`config.mk`:
```
export PLATFORM = sky130hd
export DESIGN_NAME = yc_conf_loader
export DESIGN_NICKNAME = d
export VERILOG_FILES = /design/src/rtl/yc_conf_loader.sv
export SDC_FILE = /design/constraint.sdc
export NUM_CORES = 1
export LEC_CHECK = 0
export BUFFER_PORTS_ARGS = -buffer_cell sky130_fd_sc_hd__buf_2
export CORE_UTILIZATION = 45
export DETAILED_ROUTE_END_ITERATION = 6
export PLACE_DENSITY = 0.66
export REMOVE_ABC_BUFFERS = 1
export SYNTH_ARGS = -nofsm -noshare
export SYNTH_HDL_FRONTEND = slang
export SYNTH_SLANG_ARGS = --single-unit
```
`constraint.sdc`:
```
create_clock -name clk -period 3.1 [get_ports clk]
set_input_delay 0.31 -clock clk [delete_from_list [all_inputs] [get_ports clk]]
set_output_delay 0.31 -clock clk [all_outputs]
set_load 0.02 [all_outputs]
```
`src/rtl/yc_conf_loader.sv`:
```
// yc_conf_loader
// Serial configuration loader for a chain of ycconfig cells. Each accepted
// 3-bit code is shifted into the chain msb first. Every bit is held on
// cbitin for HALF clk cycles with confclk low (LO), then HALF cycles with
// confclk high (HI). The chain captures on the rising edge of confclk. The
// bit leaving the far end of the chain (cbitout) is sampled in the last LO
// cycle, so the code displaced by each load comes back on rb_code.
//
// Ports
//   clk, reset_n   system clock, asynchronous active-low reset
//   restart        synchronous abort; clears the cell counter and readback
//   in_valid/in_code/in_ready  code input handshake (see below)
//   confclk, cbitin            registered clock/data to the chain
//   cbitout                    serial bit returned from the last cell
//   rb_valid/rb_code           one-cycle pulse carrying the displaced code
//   busy                       a code is being shifted
//   done                       one-cycle pulse when CELLS codes have loaded
//   dbg_state                  current FSM state (0 IDLE, 1 LO, 2 HI)
//
// Handshake: a code transfers on a rising clk edge where in_valid=1,
// in_ready=1 and restart=0. in_ready is 1 exactly in IDLE. in_valid
// while busy is ignored and the offered code is left untouched.
module yc_conf_loader #(
  parameter int CELLS = 16,
  parameter int HALF  = 2
) (
  input  logic       clk,
  input  logic       reset_n,
  input  logic       restart,
  input  logic       in_valid,
  input  logic [2:0] in_code,
  output logic       in_ready,
  output logic       confclk,
  output logic       cbitin,
  input  logic       cbitout,
  output logic       rb_valid,
  output logic [2:0] rb_code,
  output logic       busy,
  output logic       done,
  output logic [1:0] dbg_state
);

  localparam int CW = $clog2(CELLS + 1);
  localparam int HW = (HALF > 1) ? $clog2(HALF) : 1;
  localparam logic [HW-1:0] HALF_LAST = HW'(HALF - 1);
  localparam logic [CW-1:0] CELL_LAST = CW'(CELLS - 1);

  typedef enum logic [1:0] {
    S_IDLE = 2'd0,
    S_LO   = 2'd1,
    S_HI   = 2'd2
  } state_t;

  state_t        state_q, state_d;
  logic [HW-1:0] half_q, half_d;
  logic [1:0]    bit_q, bit_d;
  logic [2:0]    code_q, code_d;
  logic [2:0]    sh_q, sh_d;
  logic [CW-1:0] cell_q, cell_d;
  logic          confclk_q, confclk_d;
  logic          cbitin_q, cbitin_d;
  logic          rb_valid_q, rb_valid_d;
  logic [2:0]    rb_code_q, rb_code_d;
  logic          done_q, done_d;
  logic          half_last;

  always_comb begin
    state_d    = state_q;
    half_d     = half_q;
    bit_d      = bit_q;
    code_d     = code_q;
    sh_d       = sh_q;
    cell_d     = cell_q;
    cbitin_d   = cbitin_q;
    rb_valid_d = 1'b0;
    rb_code_d  = rb_code_q;
    done_d     = 1'b0;
    half_last  = (half_q == HALF_LAST);

    if (restart) begin
      state_d   = S_IDLE;
      half_d    = '0;
      bit_d     = 2'd0;
      sh_d      = 3'b000;
      cell_d    = '0;
      cbitin_d  = 1'b0;
      rb_code_d = 3'b000;
    end else begin
      case (state_q)
        S_IDLE: begin
          if (in_valid) begin
            code_d   = in_code;
            bit_d    = 2'd2;
            half_d   = '0;
            // The code register loads on this same edge, so take the msb
            // straight from the input.
            cbitin_d = in_code[2];
            state_d  = S_LO;
          end
        end
        S_LO: begin
          if (half_last) begin
            // Last LO cycle: cbitout still shows the bit the coming rising
            // confclk edge will push out of the chain.
            sh_d    = {sh_q[1:0], cbitout};
            half_d  = '0;
            state_d = S_HI;
          end else begin
            half_d = half_q + HW'(1);
          end
        end
        S_HI: begin
          if (half_last) begin
            half_d = '0;
            if (bit_q != 2'd0) begin
              bit_d    = bit_q - 2'd1;
              cbitin_d = code_q[bit_q - 2'd1];
              state_d  = S_LO;
            end else begin
              state_d    = S_IDLE;
              rb_valid_d = 1'b1;
              rb_code_d  = sh_q;
              if (cell_q == CELL_LAST) begin
                cell_d = '0;
                done_d = 1'b1;
              end else begin
                cell_d = cell_q + CW'(1);
              end
            end
          end else begin
            half_d = half_q + HW'(1);
          end
        end
        default: state_d = S_IDLE;
      endcase
    end

    // confclk is registered and follows the state being entered, so it is
    // high for exactly the HI cycles.
    confclk_d = (state_d == S_HI);
  end

  always_ff @(posedge clk or negedge reset_n) begin
    if (!reset_n) begin
      state_q    <= S_IDLE;
      half_q     <= '0;
      bit_q      <= 2'd0;
      code_q     <= 3'b000;
      sh_q       <= 3'b000;
      cell_q     <= '0;
      confclk_q  <= 1'b0;
      cbitin_q   <= 1'b0;
      rb_valid_q <= 1'b0;
      rb_code_q  <= 3'b000;
      done_q     <= 1'b0;
    end else begin
      state_q    <= state_d;
      half_q     <= half_d;
      bit_q      <= bit_d;
      code_q     <= code_d;
      sh_q       <= sh_d;
      cell_q     <= cell_d;
      confclk_q  <= confclk_d;
      cbitin_q   <= cbitin_d;
      rb_valid_q <= rb_valid_d;
      rb_code_q  <= rb_code_d;
      done_q     <= done_d;
    end
  end

  assign in_ready  = (state_q == S_IDLE);
  assign busy      = (state_q != S_IDLE);
  assign confclk   = confclk_q;
  assign cbitin    = cbitin_q;
  assign rb_valid  = rb_valid_q;
  assign rb_code   = rb_code_q;
  assign done      = done_q;
  assign dbg_state = state_q;

endmodule

```
Yosys cells after proc, flatten, opt, wreduce, memory -nomap -nowiden. Cells that the tools add are included.

Flip-flop bits (word level): 23. Output and inout bits: 11.

Add/subtract/negate cells: 3. Order comparisons: 1. Equal/unequal tests: 8. Mux-type cells: 43. Bitwise logic cells: 1. Reductions and logical operators: 14.

Operators by type and width (number): 2-to-1 mux 5 bit (5); 2-to-1 mux 3 bit (7); 2-to-1 mux 1 bit (18); 2-to-1 mux 2 bit (8); nonzero test 2 bit (5); != test 3 bit, second input constant (3); one-hot mux 2 bit (3 select lines) (1); AND reduction 3 bit (2); nonzero test 3 bit (2); adder 5 x 1 -> 5 bit, second input constant (1); == test 5 x 4 -> 1 bit, second input constant (1); == test 2 bit, second input constant (2); one-hot mux 1 bit (2 select lines) (2); one-hot mux 2 bit (2 select lines) (1); AND reduction 2 bit (2); AND reduction 4 bit (1); less-than comparator 2 x 3 -> 1 bit, second input constant (1); binary-select mux 1 bit (select 2 bit) (1); == test 2 x 1 -> 1 bit, second input constant (1); zero test 2 bit (1); != test 2 bit, second input constant (1); OR reduction 2 bit (1); subtractor 2 x 1 -> 2 bit, second input constant (1); adder 1 bit, second input constant (1); NOT 1 bit (1).

Logic depth before layout (Yosys ltp). Gate-level depths: netlist (run 1).

Depth in word-level cells: 7. Mapped depth: 6. Depth with buffers taken out: 6.

Worst setup path before layout (run 1). No wires, ideal clock.

Path type: reg-to-reg. From: reg state_q[0], in the netlist dbg_state[0]. To: reg code_q[0]. Library setup time: 0.125 ns. Arrival: 1.630 ns. Data required time: 2.975 ns. Setup slack: 1.345 ns. Cell stages (with the launch flop): 6. Path through: dfrtp_1 -> inv_1 -> ha_1 -> nand2_1 -> or2_2 -> mux2_2.

Word-level cells in the longest chain between the ends: 2.

Ends and longest elaborated chain: start, declared (line 54) `state_t state_q, state_d;`; start signal, assigned (line 157) `state_q <= state_d;`; zero test 2 bit; via in_ready (line 32) `output logic in_ready,`; AND reduction 3 bit (no source line); end signal, assigned (line 160) `code_q <= code_d;`; end, declared (line 57) `logic [2:0] code_q, code_d;`.

The timed path passes the listed nets, and every way through them passes these cells. A chain may end at the register's enable or synchronous reset.

Worst setup path in the final report (run 1).
From: reg state_q[0], in the netlist dbg_state[0]. To: out busy.

Word-level cells in the longest chain between the ends: 1.

Ends and longest elaborated chain: nonzero test 2 bit (line 172) `assign busy = (state_q != S_IDLE);`; end, declared (line 38) `output logic busy,`.

No other way between the ends.

==> results of run 1 <==
[critical path, cell delays in order (launching register included)]
cell	delay, ns
dfrtp_1	0.44
inv_1	0.14
ha_1	0.27
inv_1	0.07
buf_2	0.16
[worst max-delay path by stage]
stage                                 startpoint                    end  slack, ns
after floorplan           dbg_state[0]$_DFF_PN0_  code_q[0]$_DFFE_PN0P_       1.35
after global routing      dbg_state[1]$_DFF_PN0_   bit_q[1]$_DFFE_PN0P_       1.27
final                     dbg_state[0]$_DFF_PN0_                   busy       1.40
after global placement    dbg_state[0]$_DFF_PN0_  code_q[2]$_DFFE_PN0P_       1.49
after detailed placement  dbg_state[0]$_DFF_PN0_  code_q[1]$_DFFE_PN0P_       1.45
after CTS                 dbg_state[0]$_DFF_PN0_                   busy       1.39
[through the flow]
step | power (W) | worst slack [ns] | instances | hold slack [ns]
final | 0.000545 | 1.40 | 161 | 0.224
after global routing | 0.000579 | 1.27 | 161 | 0.206
after CTS | 0.000555 | 1.39 | 161 | 0.211
after detailed placement | 0.000414 | 1.45 | 156 | 0.320
after global placement | 0.000412 | 1.49 | 156 | 0.315
after floorplan | 0.000383 | 1.35 | 108 | 0.0144
[routing by layer]
layer,global-route usage,up-vias,routed length (µm)
met5,0,-,0
met4,0.0263,0,13
met3,0.0603,2,89
met1,0.221,419,999
met2,0.323,16,1050
li1,-,425,-
[repair_timing]
action                    4_1_cts  5_1_grt
hold buffers                    1        0
gates resized for setup         0        0
hold endpoints to repair       23        0
[placed cells by master (no fill, tap or decap), types with 2 or more instances in the layout]
cell type   n
nand3_1     6
inv_1       7
a21oi_2     2
clkbuf_4    3
nor3_1      2
nor2b_1     2
mux2_2      3
nand2b_1    2
a21oi_1     6
ha_1        7
o21ai_0     4
dfrtp_1    23
nand2_1     8
mux2i_1     5
buf_2      18
nor2_1     14
[area by class of cell]
class,instances,area [µm²],share of cell area
Inverter,7,26.3,0.0200
Timing Repair Buffer,19,100,0.0761
Clock buffer,4,26.3,0.0200
Tap cell,30,37.5,0.0285
Multi-Input combinational cell,78,549,0.418
Sequential cell,23,576,0.438
[kinds of logic after synthesis]
group / synth area share
fa+ha+maj: 0.0748
compound gates: 0.132
buf+inv: 0.0395
mux: 0.0716
xor+xnor: 0.00748
simple gates: 0.183
flops: 0.491
[sequential cells by signal (all words and copies together), names as in the netlist]
name / count
dbg_state: 2
sh_q: 3
done: 1
code_q: 3
confclk: 1
cbitin: 1
rb_valid: 1
rb_code: 3
half_last: 1
cell_q: 5
bit_q: 2
[power by group through the flow]
| stage | sequential [W] | clock, W | combinational, W |
|---|---|---|---|
| 2_1_floorplan | 0.000331 | 0 | 0.0000515 |
| 3_3_place_gp | 0.000330 | 0 | 0.0000819 |
| 3_5_place_dp | 0.000331 | 0 | 0.0000837 |
| 4_1_cts | 0.000325 | 0.000145 | 0.0000851 |
| 5_1_grt | 0.000327 | 0.000158 | 0.0000935 |
| 6_report | 0.000325 | 0.000136 | 0.0000839 |
==> impl_metrics.yaml, run 1 <==
outcome:
  run_status: "finished clean"
critical_path:
  worstSetupPathType: "reg -> out"
  critPathLaunchType: "flip-flop"
  cp_max_fo: 6
  r2r_slack_ns: 1.42
  cp_data_required_time_ns: 2.79
  reg2regPathDepth: 5
  cp_data_arrival_time_ns: 1.39
  worstSetupEndpointType: "primary output"
  reg2reg_from: "dbg_state[0]$_DFF_PN0_"
  r2r-end: "code_q[2]$_DFFE_PN0P_"
power:
  intPower_w: 0.000397
  powerDensity_nw_per_um2: 414
  pwr-share-clk: 0.250
  p_sw_frac: 0.272
  p_switching_w: 0.000148
  seqPwrFrac: 0.596
  power.share.combinational: 0.154
  vdd_drop_max_uv: 267
  power_leakage_nw: 0.638
timing:
  max-slew-margin-rel: 0.663
  tightest_slew_ns: 0.506
  fin_skew_ns: 0.00279
  tns_ns: 0
  min_period_ns: 1.70
  final_max_slew_viol_count: 0
  max_freq_mhz: 589
  rsz0062_at_grt: "false"
  period_share: 0.547
  setup_viol: 0
  hold_viol: 0
die:
  die_w_um: 53.0
  start_util: 0.473
  dieArea_um2: 2810
  die_y_um: 53.0
  core-area_um2: 2480
  io_pins: 19
  placementRows: 18
synth:
  avgSynthCellArea_um2: 10.6
  synth_area_um2: 1170
  synth_area_leaders: "dfrtp_1, ha_1, nor2_1, mux2i_1, mux2_2"
  synth_common_cells: "dfrtp_1, nor2_1, nand2_1"
  yosysTopAreaCellShare: 0.491
  yosys.area.top_type: "dfrtp_1"
  synth_edf_count: 0
  ys_seq_elements: 23
  netlist_instances: 111
  synth.most_common_cell: "dfrtp_1"
  synth_cell_types: 34
  ys.flop_type: "dfrtp_1"
  seq_area_frac_synth: 0.491
  ys_warn_count: 0
  synthArstFlopShare: 1.00
routing:
  vias_per_cell: 5.35
  vias: 862
  firstDrtPassIters: 4
  drt_iter0_markers: 15
  ant_nets: 0
  routed_wl_um: 2150
  route.detailed.drc: 0
  wl_per_cell_um: 13.4
clock_tree:
  clkSinkCount: 23
  clkLatencyLatePin_ns: 0.31
  cts_made_buffers: 3
  cts_root_buf: "clkbuf_4"
  cts_max_level: 1
  clockBufferDepth: 2
  post_cts_buffers: 0
  clk_pin_slew_worst_paths_ns: 0.12
  cts_tree: "built"
grt:
  antenna_found_initial: 0
  overflow: 0
  grt_usage: 0.184
  grt_pass1_vias: 801
  grt_max_degree: 24
  grt_pass1_wl_um: 3660
cells_and_area:
  syn_to_final_growth_pct: 12.3
  antenna_cells: 0
  final_util: 0.531
  fin_area_um2: 1320
  drive_gt1_frac: 0.229
  fill_cells: 241
  fin_nets: 147
hold_path:
  whs_path_depth: 2
  min_to: "code_q[0]$_DFFE_PN0P_"
  hp-start: "in_code[0]"
  holdCritPathClass: "in -> reg"
place:
  placed_cell_area_um2: 1280
  globalplace.congestion: 0.717
  dp_hpwl_um: 1570
  io_buffers: 18
job:
  max_cap_violations: 0
No activity file was read; power rests on OpenSTA's default activity.
==> run 2, diff against run 1 <==
clock period = 1.61 ns   (was 3.1 ns; I/O delays follow)
==> run 2 against run 1 <==
  * Clock skew rose by 0.0024 ns
  * Setup slack got worse by 1.3 ns
  * First-iteration DRC count fell by 33%
  * Critical path depth is 1 higher
  * Non-clock buffer count up 9
  * Power is 98% higher
==> impl_metrics.yaml, run 2 (synthesis gave the netlist of run 1 again) <==
outcome:
  run_status: "finished clean"
timing:
  max_freq_mhz: 648
  final_max_slew_viol_count: 0
  min_period_ns: 1.54
  fin_skew_ns: 0.00522
  setup_slack_ns: 0.0659
  hold_viol: 0
  tightest_slew_ns: 0.497
  setup_viol: 0
  max-slew-margin-rel: 0.669
  timing.hold.ws_ns: 0.0744
  period_share: 0.959
  rsz0062_at_grt: "false"
routing:
  drt-met1-wl_um: 1040
  dr.max_layer_used: "met4"
  ant_nets: 0
  wl_per_cell_um: 12.8
  firstDrtPassIters: 4
  route.detailed.drc: 0
  vias: 895
  wl_met3_um: 57
  drt_iter0_markers: 10
  dr_wl_met2_um: 1070
  vias_per_cell: 5.26
  routed_wl_um: 2170
clock_tree:
  cts_made_buffers: 3
  clk_pin_slew_worst_paths_ns: 0.12
  clkLatencyLatePin_ns: 0.31
  clockBufferDepth: 2
  cts_max_level: 1
  cts_tree: "built"
  clkSinkCount: 23
  cts_root_buf: "clkbuf_4"
grt:
  grt_pass1_vias: 836
  overflow: 0
  antenna_found_initial: 0
  grt_max_degree: 24
  grt_pass1_wl_um: 3770
  grt_usage: 0.188
cells_and_area:
  largest-register: "cell_q"
  largest_reg_flops: 5
  mostFrequentLayoutCell: "dfrtp_1"
  antenna_cells: 0
  final_util: 0.570
  fin_nets: 156
  syn_to_final_growth_pct: 20.5
  final_cell_mix: "dfrtp_1, buf_2, nor2_1"
  stdcell_count: 170
  drive_gt1_frac: 0.314
critical_path:
  worstSetupPathType: "reg -> reg"
  worstSetupEndpointType: "flip-flop"
  cp_data_arrival_time_ns: 1.80
  reg2reg_from: "dbg_state[1]$_DFF_PN0_"
  cp_data_required_time_ns: 1.86
  critPathLaunchType: "flip-flop"
  reg2regPathDepth: 5
  r2r_slack_ns: 0.07
  r2r-end: "confclk$_DFF_PN0_"
  cp_max_fo: 5
place:
  post-place-ws_ns: 0.0424
  dp.cells: 163
  dp_hpwl_um: 1590
  globalplace.congestion: 0.768
  io_buffers: 18
hold_path:
  hp-start: "in_code[1]"
  holdCritPathClass: "in -> reg"
  min_to: "code_q[1]$_DFFE_PN0P_"
  whs_path_depth: 2
power:
  powerDensity_nw_per_um2: 763
  vdd_drop_max_uv: 500
  power_leakage_nw: 0.686
die:
  dieArea_um2: 2810
  io_pins: 19
  die_y_um: 53.0
  placementRows: 18
  die_w_um: 53.0
  core-area_um2: 2480
  start_util: 0.473
job:
  max_cap_violations: 0
[run 2: area by class of cell]
cell class	instances	area, µm²
fillers	221	1070
inverters	7	26.3
well taps	30	37.5
repair buffers	28	168
multi-input cells	78	577
clock inverters	1	5.00
flip-flops and latches	23	576
clock buffers	3	22.5
[run 2: worst max-delay path, stage by stage, from the launching register on]
cell       delay (ns)
dfrtp_1          0.43
inv_1            0.13
ha_2             0.26
a21oi_2          0.09
a2111oi_4        0.37
and3_1           0.21
[run 2: metrics by stage]
step / cell area (µm²) / TNS [ns] / power [W]
final: 1410 / 0 / 0.00108
after global routing: 1410 / 0 / 0.00114
after CTS: 1370 / 0 / 0.00108
after detailed placement: 1330 / 0 / 0.000807
after global placement: 1330 / 0 / 0.000804
after floorplan: 1150 / -0.800 / 0.000737
[run 2: layer usage]
layer | global-route usage | vias to the layer above
met5 | 0 | -
met4 | 0.0658 | 0
met3 | 0.0259 | 2
met2 | 0.316 | 12
met1 | 0.246 | 438
li1 | - | 443
[run 2: worst max-delay path by stage]
stage | from | to | slack [ns] | cells after the start
6_report | dbg_state[1]$_DFF_PN0_ | confclk$_DFF_PN0_ | 0.07 | 5
5_1_grt | dbg_state[1]$_DFF_PN0_ | confclk$_DFF_PN0_ | 0.005 | 5
4_1_cts | dbg_state[0]$_DFF_PN0_ | dbg_state[0]$_DFF_PN0_ | 0.004 | 5
3_5_place_dp | dbg_state[1]$_DFF_PN0_ | bit_q[1]$_DFFE_PN0P_ | 0.04 | 6
3_3_place_gp | dbg_state[0]$_DFF_PN0_ | dbg_state[0]$_DFF_PN0_ | 0.06 | 5
2_1_floorplan | dbg_state[0]$_DFF_PN0_ | code_q[0]$_DFFE_PN0P_ | -0.14 | 5
[run 2: report_power, final]
group / leakage, nW / internal (W) / switching [W]
clock: 0.0177 / 0.0000927 / 0.000176
sequential: 0.311 / 0.000604 / 0.0000176
combinational: 0.357 / 0.0000799 / 0.000107
total: 0.686 / 0.000776 / 0.000300
[run 2: what timing repair did]
action,4_1_cts,5_1_grt
setup endpoints to repair,0,8
hold endpoints to repair,23,0
setup buffers,0,2
hold buffers,1,0
gates resized for setup,0,6
==> run 3, diff against run 2 <==
CORE_UTILIZATION = 55   (was 45)
CTS_BUF_LIST = sky130_fd_sc_hd__clkbuf_8   (was not set)
PLACE_DENSITY = 0.78   (was 0.66)
==> run 3 against run 2 <==
  * Sequential power is essentially flat
  * Fmax is 1.2% lower
  * Sequential cell count unchanged
  * Critical endpoint is now code_q[2]$_DFFE_PN0P_
  * Power rose by 7.5%
  * Design area down 0.53%
  * Clock-buffer cell count unchanged
  * Die area is 18% lower
  * Sequential share of layout area grew 0.22 points
  * Clock skew down 0.0017 ns
  * Core utilization is 14 points higher
  * Highest routed layer unchanged
  * Critical path type unchanged
==> impl_metrics.yaml, run 3 (synthesis gave the netlist of run 1 again) <==
timing:
  tightest_slew_ns: 0.515
  max-slew-margin-rel: 0.657
  max_freq_mhz: 640
  setup_viol: 0
  rsz0062_at_grt: "true"
  fin_skew_ns: 0.00356
  period_share: 0.971
  final_max_slew_viol_count: 0
  tns_ns: 0
  min_period_ns: 1.56
  hold_viol: 0
clock_tree:
  clockBufferDepth: 2
  cts_root_buf: "clkbuf_8"
  clkLatencyLatePin_ns: 0.26
  cts_made_buffers: 3
  clkSinkCount: 23
  clk_pin_slew_worst_paths_ns: 0.08
  cts_max_level: 1
  cts_tree: "built"
cells_and_area:
  largest-register: "cell_q"
  mostFrequentLayoutCell: "dfrtp_1"
  largest_reg_flops: 5
  final_cell_mix: "dfrtp_1, buf_2, nor2_1"
  syn_to_final_growth_pct: 19.9
  multiInputGateArea_um2: 562
  fin_nets: 155
  regArea_um2: 576
  drive_gt1_frac: 0.309
  fill_cells: 139
  stdcell_count: 166
  antenna_cells: 0
die:
  die_y_um: 48.1
  dieArea_um2: 2320
  start_util: 0.591
  die_w_um: 48.1
  placementRows: 16
  io_pins: 19
  core-area_um2: 1980
power:
  powerDensity_nw_per_um2: 824
  seqPwrFrac: 0.537
  p_sw_frac: 0.264
  pwr-share-clk: 0.306
  power_leakage_nw: 0.688
  power.share.combinational: 0.157
  vdd_drop_max_uv: 615
  p_switching_w: 0.000305
  intPower_w: 0.000852
grt:
  grt_usage: 0.219
  grt_pass1_wl_um: 3510
  grt_max_degree: 24
  overflow: 0
  antenna_found_initial: 0
  grt_pass1_vias: 764
critical_path:
  critPathTopFamily: "simple AND/OR/NAND/NOR gates"
  reg2regPathDepth: 5
  cp_data_arrival_time_ns: 1.71
  reg2reg_from: "dbg_state[0]$_DFF_PN0_"
  cp_data_required_time_ns: 1.76
  cp_slowest_stage_delay_ns: 0.38
  crit_path_top_delay_cell: "dfrtp_1"
  worstSetupEndpointType: "flip-flop"
  cp_max_fo: 6
  path_cells: "inv_1 -> ha_2 -> nand2_1 -> or2_2 -> mux2_2"
  r2r_slack_ns: 0.05
  r2r-end: "code_q[2]$_DFFE_PN0P_"
  worstSetupPathType: "reg -> reg"
  path_buf_inv: 1
  critPathLaunchType: "flip-flop"
hold_path:
  hp-start: "in_code[1]"
  min_to: "code_q[1]$_DFFE_PN0P_"
  holdCritPathClass: "in -> reg"
  whs_path_depth: 2
routing:
  route.detailed.drc: 0
  vias_per_cell: 5.56
  ant_nets: 0
  wl_per_cell_um: 13.7
  vias: 923
  routed_wl_um: 2280
  firstDrtPassIters: 5
  drt_iter0_markers: 27
outcome:
  run_status: "finished clean"
place:
  globalplace.congestion: 0.934
  dp_hpwl_um: 1700
  io_buffers: 18
  dp.cells: 160
job:
  max_cap_violations: 0
run 3: power groups by stage:
stage | Clock, W | Sequential [W] | Combinational, W
final | 0.000354 | 0.000621 | 0.000182
after global routing | 0.000380 | 0.000626 | 0.000202
after CTS | 0.000358 | 0.000621 | 0.000178
after detailed placement | 0 | 0.000632 | 0.000176
after global placement | 0 | 0.000631 | 0.000172
after floorplan | 0 | 0.000638 | 0.0000991
run 3: worst max path at each step:
stage                                  endpoint  cells after the start                    from  slack [ns]
after global placement    code_q[1]$_DFFE_PN0P_                      5  dbg_state[0]$_DFF_PN0_        0.08
final                     code_q[2]$_DFFE_PN0P_                      5  dbg_state[0]$_DFF_PN0_        0.05
after CTS                 code_q[0]$_DFFE_PN0P_                      5  dbg_state[0]$_DFF_PN0_        0.01
after global routing      code_q[0]$_DFFE_PN0P_                      5  dbg_state[0]$_DFF_PN0_       -0.02
after floorplan           code_q[0]$_DFFE_PN0P_                      5  dbg_state[0]$_DFF_PN0_       -0.14
after detailed placement  code_q[0]$_DFFE_PN0P_                      5  dbg_state[0]$_DFF_PN0_        0.03
run 3: cell type report:
class,instances,area share
flip-flops and latches,23,0.410
multi-input cells,78,0.400
repair buffers,27,0.114
clock buffers,3,0.0294
well taps,27,0.0241
inverters,7,0.0187
clock inverters,1,0.00357
run 3: metrics by stage:
step / utilization / cell area, µm² / power, W / hold slack, ns / setup slack [ns]
5_1_grt: 0.708 / 1400 / 0.00121 / 0.133 / -0.0213
2_1_floorplan: - / 1150 / 0.000737 / -0.135 / -0.145
3_5_place_dp: 0.670 / 1330 / 0.000809 / 0.165 / 0.0280
3_3_place_gp: 0.670 / 1330 / 0.000803 / 0.154 / 0.0794
4_1_cts: 0.698 / 1380 / 0.00116 / 0.137 / 0.0137
6_report: 0.708 / 1400 / 0.00116 / 0.132 / 0.0469
run 3: repair_timing:
item	in CTS	in global routing
setup buffers	0	1
hold buffers	1	0
resized for setup	0	4
hold endpoints to repair	23	0
setup endpoints to repair	0	8
run 3: metal layers:
metal  routed length [µm]  share of wire  GRT usage  vias to the layer above
met2                 1190           0.52      0.360                       24
met4                    6         0.0026     0.0556                        0
li1                     -              -          -                      439
met5                    0              0          0                        -
met1                 1010           0.44      0.304                      458
met3                   75          0.033     0.0333                        2
